## config.mk

```make
export PLATFORM = sky130hd
export DESIGN_NAME = nn_stream_feeder
export DESIGN_NICKNAME = d
export VERILOG_FILES = /design/src/rtl/nn_pkg.sv /design/src/rtl/nn_word_packer.sv /design/src/rtl/nn_stream_feeder.sv
export SDC_FILE = /design/constraint.sdc
export NUM_CORES = 1
export LEC_CHECK = 0
export CORE_AREA = 2 2 240 242
export DETAILED_ROUTE_END_ITERATION = 8
export DIE_AREA = 0 0 242 244
export PLACE_DENSITY = 0.63
export SLEW_MARGIN = 10
export SYNTH_ARGS = -nofsm -noshare
export SYNTH_HDL_FRONTEND = slang
export SYNTH_SLANG_ARGS = --single-unit
```

## constraint.sdc

```tcl
create_clock -name clk -period 1.8 [get_ports clk]
set_input_delay 0.27 -clock clk [delete_from_list [all_inputs] [get_ports clk]]
set_output_delay 0.27 -clock clk [all_outputs]
set_load 0.1 [all_outputs]
```

## src/rtl/nn_pkg.sv

```systemverilog
// Shared types and helpers for the nn inference-core feeder.
package nn_pkg;

    localparam int N_DEF = 200;
    localparam int W_DEF = 16;

    function automatic int num_words(input int n, input int w);
        return (n + w - 1) / w;
    endfunction

    typedef enum logic [1:0] {
        FILL   = 2'd0,
        LAUNCH = 2'd1,
        WAIT   = 2'd2,
        HOLD   = 2'd3
    } feeder_state_t;

endpackage

```

## src/rtl/nn_word_packer.sv

```systemverilog
// Packs W-bit stream words into the N-bit nn input vector, one slot per accepted word.
module nn_word_packer
    import nn_pkg::*;
#(
    parameter int N = N_DEF,
    parameter int W = W_DEF
) (
    input  logic         clk,
    input  logic         rst,
    input  logic         accept,
    input  logic [W-1:0] s_data,
    output logic [N-1:0] nn_in,
    output logic         last_accepted
);

    localparam int NUM_WORDS = num_words(N, W);
    localparam int LAST_W    = N - (NUM_WORDS - 1) * W;
    localparam int CW        = (NUM_WORDS > 1) ? $clog2(NUM_WORDS) : 1;

    logic [CW-1:0] cnt_r;
    logic [N-1:0]  nn_in_r;
    logic          last_slot_s;

    assign last_slot_s   = (cnt_r == CW'(NUM_WORDS - 1));
    assign last_accepted = accept && last_slot_s;
    assign nn_in         = nn_in_r;

    // Slot counter wraps to 0 after the final slot is written.
    always_ff @(posedge clk or negedge rst) begin
        if (!rst) begin
            cnt_r <= {CW{1'b0}};
        end else if (accept) begin
            if (last_slot_s) begin
                cnt_r <= {CW{1'b0}};
            end else begin
                cnt_r <= cnt_r + CW'(1);
            end
        end
    end

    // Slot write; the final slot keeps only the low LAST_W bits of its word.
    always_ff @(posedge clk or negedge rst) begin
        if (!rst) begin
            nn_in_r <= {N{1'b0}};
        end else if (accept) begin
            for (int k = 0; k < NUM_WORDS - 1; k++) begin
                if (cnt_r == CW'(k)) begin
                    nn_in_r[k*W +: W] <= s_data;
                end
            end
            if (last_slot_s) begin
                nn_in_r[N-1 -: LAST_W] <= s_data[LAST_W-1:0];
            end
        end
    end

endmodule

```

## src/rtl/nn_stream_feeder.sv

```systemverilog
// Sequencer driving the nn core: fill input vector, pulse start, capture result, hand it off.
// Optional WAIT timeout with err flag is built when NN_TIMEOUT_EN is defined.
module nn_stream_feeder
    import nn_pkg::*;
#(
    parameter int N              = N_DEF,
    parameter int W              = W_DEF,
    parameter int TIMEOUT_CYCLES = 1024
) (
    input  logic         clk,
    input  logic         rst,
    input  logic         s_valid,
    output logic         s_ready,
    input  logic [W-1:0] s_data,
    output logic [N-1:0] nn_in,
    output logic         nn_start,
    input  logic         nn_done,
    input  logic [N-1:0] nn_out,
    output logic         res_valid,
    input  logic         res_ready,
    output logic [N-1:0] res_data,
    output logic         err
);

    feeder_state_t state_r;
    feeder_state_t state_next_s;
    logic          s_ready_r;
    logic          nn_start_r;
    logic          res_valid_r;
    logic [N-1:0]  res_data_r;
    logic          accept_s;
    logic          last_accepted_s;
    logic          capture_s;
    logic          tmo_hit_s;
    logic          tmo_fire_s;

    assign accept_s  = s_valid && s_ready_r;
    assign s_ready   = s_ready_r;
    assign nn_start  = nn_start_r;
    assign res_valid = res_valid_r;
    assign res_data  = res_data_r;

    nn_word_packer #(
        .N (N),
        .W (W)
    ) u_packer (
        .clk           (clk),
        .rst           (rst),
        .accept        (accept_s),
        .s_data        (s_data),
        .nn_in         (nn_in),
        .last_accepted (last_accepted_s)
    );

`ifdef NN_TIMEOUT_EN
    localparam int TCW = $clog2(TIMEOUT_CYCLES + 1);

    logic [TCW-1:0] tmo_cnt_r;
    logic           err_r;

    // Counts cycles spent in WAIT; cleared whenever the FSM is elsewhere.
    always_ff @(posedge clk or negedge rst) begin
        if (!rst) begin
            tmo_cnt_r <= {TCW{1'b0}};
        end else if (state_r == WAIT) begin
            tmo_cnt_r <= tmo_cnt_r + TCW'(1);
        end else begin
            tmo_cnt_r <= {TCW{1'b0}};
        end
    end

    assign tmo_hit_s = (tmo_cnt_r == TCW'(TIMEOUT_CYCLES - 1));

    // Error flag set on timeout, held until the result handshake.
    always_ff @(posedge clk or negedge rst) begin
        if (!rst) begin
            err_r <= 1'b0;
        end else if (tmo_fire_s) begin
            err_r <= 1'b1;
        end else if (res_valid_r && res_ready) begin
            err_r <= 1'b0;
        end
    end

    assign err = err_r;
`else
    assign tmo_hit_s = 1'b0;
    assign err       = 1'b0;
`endif

    // Next-state logic; nn_done is only looked at in WAIT so a stale done is harmless.
    always_comb begin
        state_next_s = state_r;
        capture_s    = 1'b0;
        tmo_fire_s   = 1'b0;
        case (state_r)
            FILL: begin
                if (last_accepted_s) begin
                    state_next_s = LAUNCH;
                end else begin
                    state_next_s = FILL;
                end
            end
            LAUNCH: begin
                state_next_s = WAIT;
            end
            WAIT: begin
                if (nn_done) begin
                    state_next_s = HOLD;
                    capture_s    = 1'b1;
                end else if (tmo_hit_s) begin
                    state_next_s = HOLD;
                    tmo_fire_s   = 1'b1;
                end else begin
                    state_next_s = WAIT;
                end
            end
            HOLD: begin
                if (res_ready) begin
                    state_next_s = FILL;
                end else begin
                    state_next_s = HOLD;
                end
            end
            default: begin
                state_next_s = FILL;
            end
        endcase
    end

    // State and handshake outputs, all registered from the next state.
    always_ff @(posedge clk or negedge rst) begin
        if (!rst) begin
            state_r     <= FILL;
            s_ready_r   <= 1'b0;
            nn_start_r  <= 1'b0;
            res_valid_r <= 1'b0;
        end else begin
            state_r     <= state_next_s;
            s_ready_r   <= (state_next_s == FILL);
            nn_start_r  <= (state_next_s == LAUNCH);
            res_valid_r <= (state_next_s == HOLD);
        end
    end

    // Result capture; a timeout presents an all-zero result.
    always_ff @(posedge clk or negedge rst) begin
        if (!rst) begin
            res_data_r <= {N{1'b0}};
        end else if (capture_s) begin
            res_data_r <= nn_out;
        end else if (tmo_fire_s) begin
            res_data_r <= {N{1'b0}};
        end
    end

endmodule
```

==> flow_metrics.env <==
export IMPL_r2r_slack_ps=40
export IMPL_grt_pass1_vias=11300
export IMPL_multi_input_area_um2=4810
export IMPL_cts_root_buf="clkbuf_16"
export IMPL_placed_area_um2=22900
export IMPL_ys_seq_elements=409
export IMPL_syn_to_final_growth_pct=59.8
export IMPL_fmax_mhz=570
export IMPL_crit_chain="buf_4, ha_1, nand3_1, nand2b_1, buf_12, mux2_2"
export IMPL_critPathTopFamily="flip-flops"
export IMPL_post_cts_buffers=0
export IMPL_reg2reg_to="u_packer.nn_in[48]"
export IMPL_cpPeakStageDelay_ps=390
export IMPL_setup_viol=0
export IMPL_synth_most_common_cell="dfrtp_1"
export IMPL_synth_top_area_share_pct=66.7
export IMPL_cts_made_buffers=46
export IMPL_drt_iter0_drc=320
export IMPL_grt_pass1_wl_mm=77.5
export IMPL_async_reset_ff_share_pct=100
export IMPL_fill_cells=5166
export IMPL_crit_path_end_kind="flip-flop"
export IMPL_yosysWarnings=0
export IMPL_die_width_um=242
export IMPL_synth_ff_type="dfrtp_1"
export IMPL_rsz0062_at_grt="true"
export IMPL_grt_start_max_net_pins=76
export IMPL_clkTransAtPathRegs_ps=60
export IMPL_core_area_um2=56200
export IMPL_avgSynthCellArea_um2=16.8
export IMPL_cp_endpoint="u_packer.nn_in[48]"
export IMPL_stdcell_count=2390
export IMPL_routabilityCongestion=0.814
export IMPL_cts_sinks=409
export IMPL_worst_slack_ps=44.9
export IMPL_r2r_start="u_packer.cnt_r[0]"
export IMPL_drv_cap=0
export IMPL_htree_levels=2
export IMPL_grtUsageTotal_pct=17.8
export IMPL_drc=0
export IMPL_dr_pass1_iters=4
export IMPL_place_ws_ps=-205
export IMPL_status="complete, no violations"
export IMPL_final_nets=1821
export IMPL_criticalPathCategory="reg -> reg"
export IMPL_cts_tree="built"
export IMPL_placed_cells=2303
export IMPL_skew_ps=15.9
export IMPL_synthesis_area_um2=15300
export IMPL_crit_start="u_packer.cnt_r[0]"
export IMPL_cts_path_max_buffers=3
export IMPL_rows=87
export IMPL_antenna_found_initial=12
export IMPL_cpMaxStageDelayCell="dfrtp_1"
export IMPL_io_pins=625
export IMPL_ys_types=27
export IMPL_drive_gt1_share_pct=56.0
export IMPL_wl_mm=53.4
export IMPL_grt_overflow=0
export IMPL_vias_per_cell=4.34
export IMPL_seq_area_um2=10200
export IMPL_highest_layer="met5"
export IMPL_period_minus_slack_ps=1760
export IMPL_port_buffers=623
export IMPL_routedWlPerCell_um=22.3
export IMPL_critPathBufInv=2
export IMPL_fp_dieArea_um2=59000
export IMPL_wl_met2_mm=27.2
export IMPL_synth_area_leaders="dfrtp_1 67%, mux2_2 26%, mux2_1 3.5%, buf_2 0.91%, clkbuf_1 0.46%"
export IMPL_crit_cells=6
export IMPL_period_share_pct=97.5
export IMPL_synth_edf_count=0
export IMPL_hold_class="in -> async"
export IMPL_hold_viol=0
export IMPL_slew_violations=0
export IMPL_ff2ff_path_depth=6
export IMPL_cp_max_fo=16
export IMPL_synth_top_cells_by_count="409 x dfrtp_1, 353 x mux2_2, 48 x mux2_1, 28 x buf_2, 19 x clkbuf_1"
export IMPL_wl_met3_mm=4.48
export IMPL_die_y_um=244
export IMPL_utilization_pct=43.7
export IMPL_final_cell_area_um2=24500
export IMPL_synth_top_area_cell="dfrtp_1"
export IMPL_vias=10400
export IMPL_arrival_ps=2190
export IMPL_initial_core_util_pct=27.3
export IMPL_postRouteAntennaNets=0
export IMPL_syn_inst=914
export IMPL_dpl_hpwl_mm=41.9
export IMPL_cp_required_ps=2240
export IMPL_synth_yosys_seq_area_share_pct=66.7
export IMPL_crit_path_start_kind="flip-flop"
export IMPL_clk_latency_ps=560
export IMPL_synth_nets=1139
export IMPL_wirelength_met1_mm=19.6
## worst min-delay path by stage
| stage | depth (start not counted) | slack, ps | endpoint |
|---|---|---|---|
| floorplan | 0 | -30 | nn_start |
| global placement | 1 | 180 | u_packer.nn_in[107] |
| detailed placement | 1 | 180 | u_packer.nn_in[107] |
| CTS | 2 | 170 | u_packer.nn_in[107] |
| global route | 2 | 170 | u_packer.nn_in[46] |
| finish | 2 | 190 | u_packer.nn_in[103] |
## registers in the layout (all words and copies together) (netlist names)
register and flops:
u_packer.nn_in 200, res_data 200, nn_start 1, res_valid 1, s_ready 1, state_r 2, u_packer.cnt_r 4
## per-stage QoR
| stage | hold WS, ps | TNS [ps] |
|---|---|---|
| after floorplan | -25.6 | -583 |
| after global placement | 184 | -13380 |
| after detailed placement | 184 | -21860 |
| after CTS | 167 | 0 |
| after global routing | 172 | -1910 |
| final | 187 | 0 |
## what timing repair did
item	4_1_cts	5_1_grt
resized for setup	1	0
pin swaps	0	0
setup endpoints to repair	50	71
hold buffers	1	0
hold endpoints to repair	316	0
## layer usage
layer  track usage (%)  up-vias
met4              6.32       18
li1                  -     4570
met1              19.5     5235
met3              6.84      106
met5                 0        -
met2              31.3      436
## worst register-to-register path: stages, from the launching register on
cell and delay (ps):
dfrtp_1 390, buf_4 150, ha_1 190, nand3_1 170, nand2b_1 190, buf_12 170, mux2_2 360
## area by class of cell
cell class | count | share of cell area (%)
Inverter | 3 | 0.0459
Clock buffer | 64 | 5.59
Tap cell | 756 | 3.86
Antenna cell | 3 | 0.0306
Clock inverter | 19 | 0.893
Multi-Input combinational cell | 445 | 19.6
Timing Repair Buffer | 691 | 28.2
Sequential cell | 409 | 41.7
## logic make-up (layout without fill, tap and decap cells)
family | after synthesis | count (layout) | synth area share [%]
other | 1 | 4 | 0.0244
AND/OR/NAND/NOR | 30 | 30 | 1.10
flip-flops | 409 | 409 | 66.7
buffers and inverters | 60 | 777 | 1.97
multiplexers | 402 | 402 | 29.5
AO/OA/AOI/OAI | 7 | 7 | 0.326
XOR/XNOR | 1 | 1 | 0.0571
adder cells (fa/ha/maj) | 4 | 4 | 0.326
## cells in the final DEF (no fill, tap or decap), drive strengths merged, types with 4 or more instances in the layout
cell | Yosys | final
buf | 38 | 471
bufinv | 0 | 4
clkbuf | 19 | 64
clkdlybuf4s50 | 0 | 219
clkinv | 0 | 9
clkinvlp | 0 | 4
dfrtp | 409 | 409
ha | 4 | 4
inv | 3 | 5
mux2 | 401 | 401
nand2b | 6 | 6
nand3 | 6 | 6
nor2 | 12 | 12
Power is left out: the tool's default activity adds up to more than one toggle a clock period on the data nets, which glitch-free logic cannot reach.
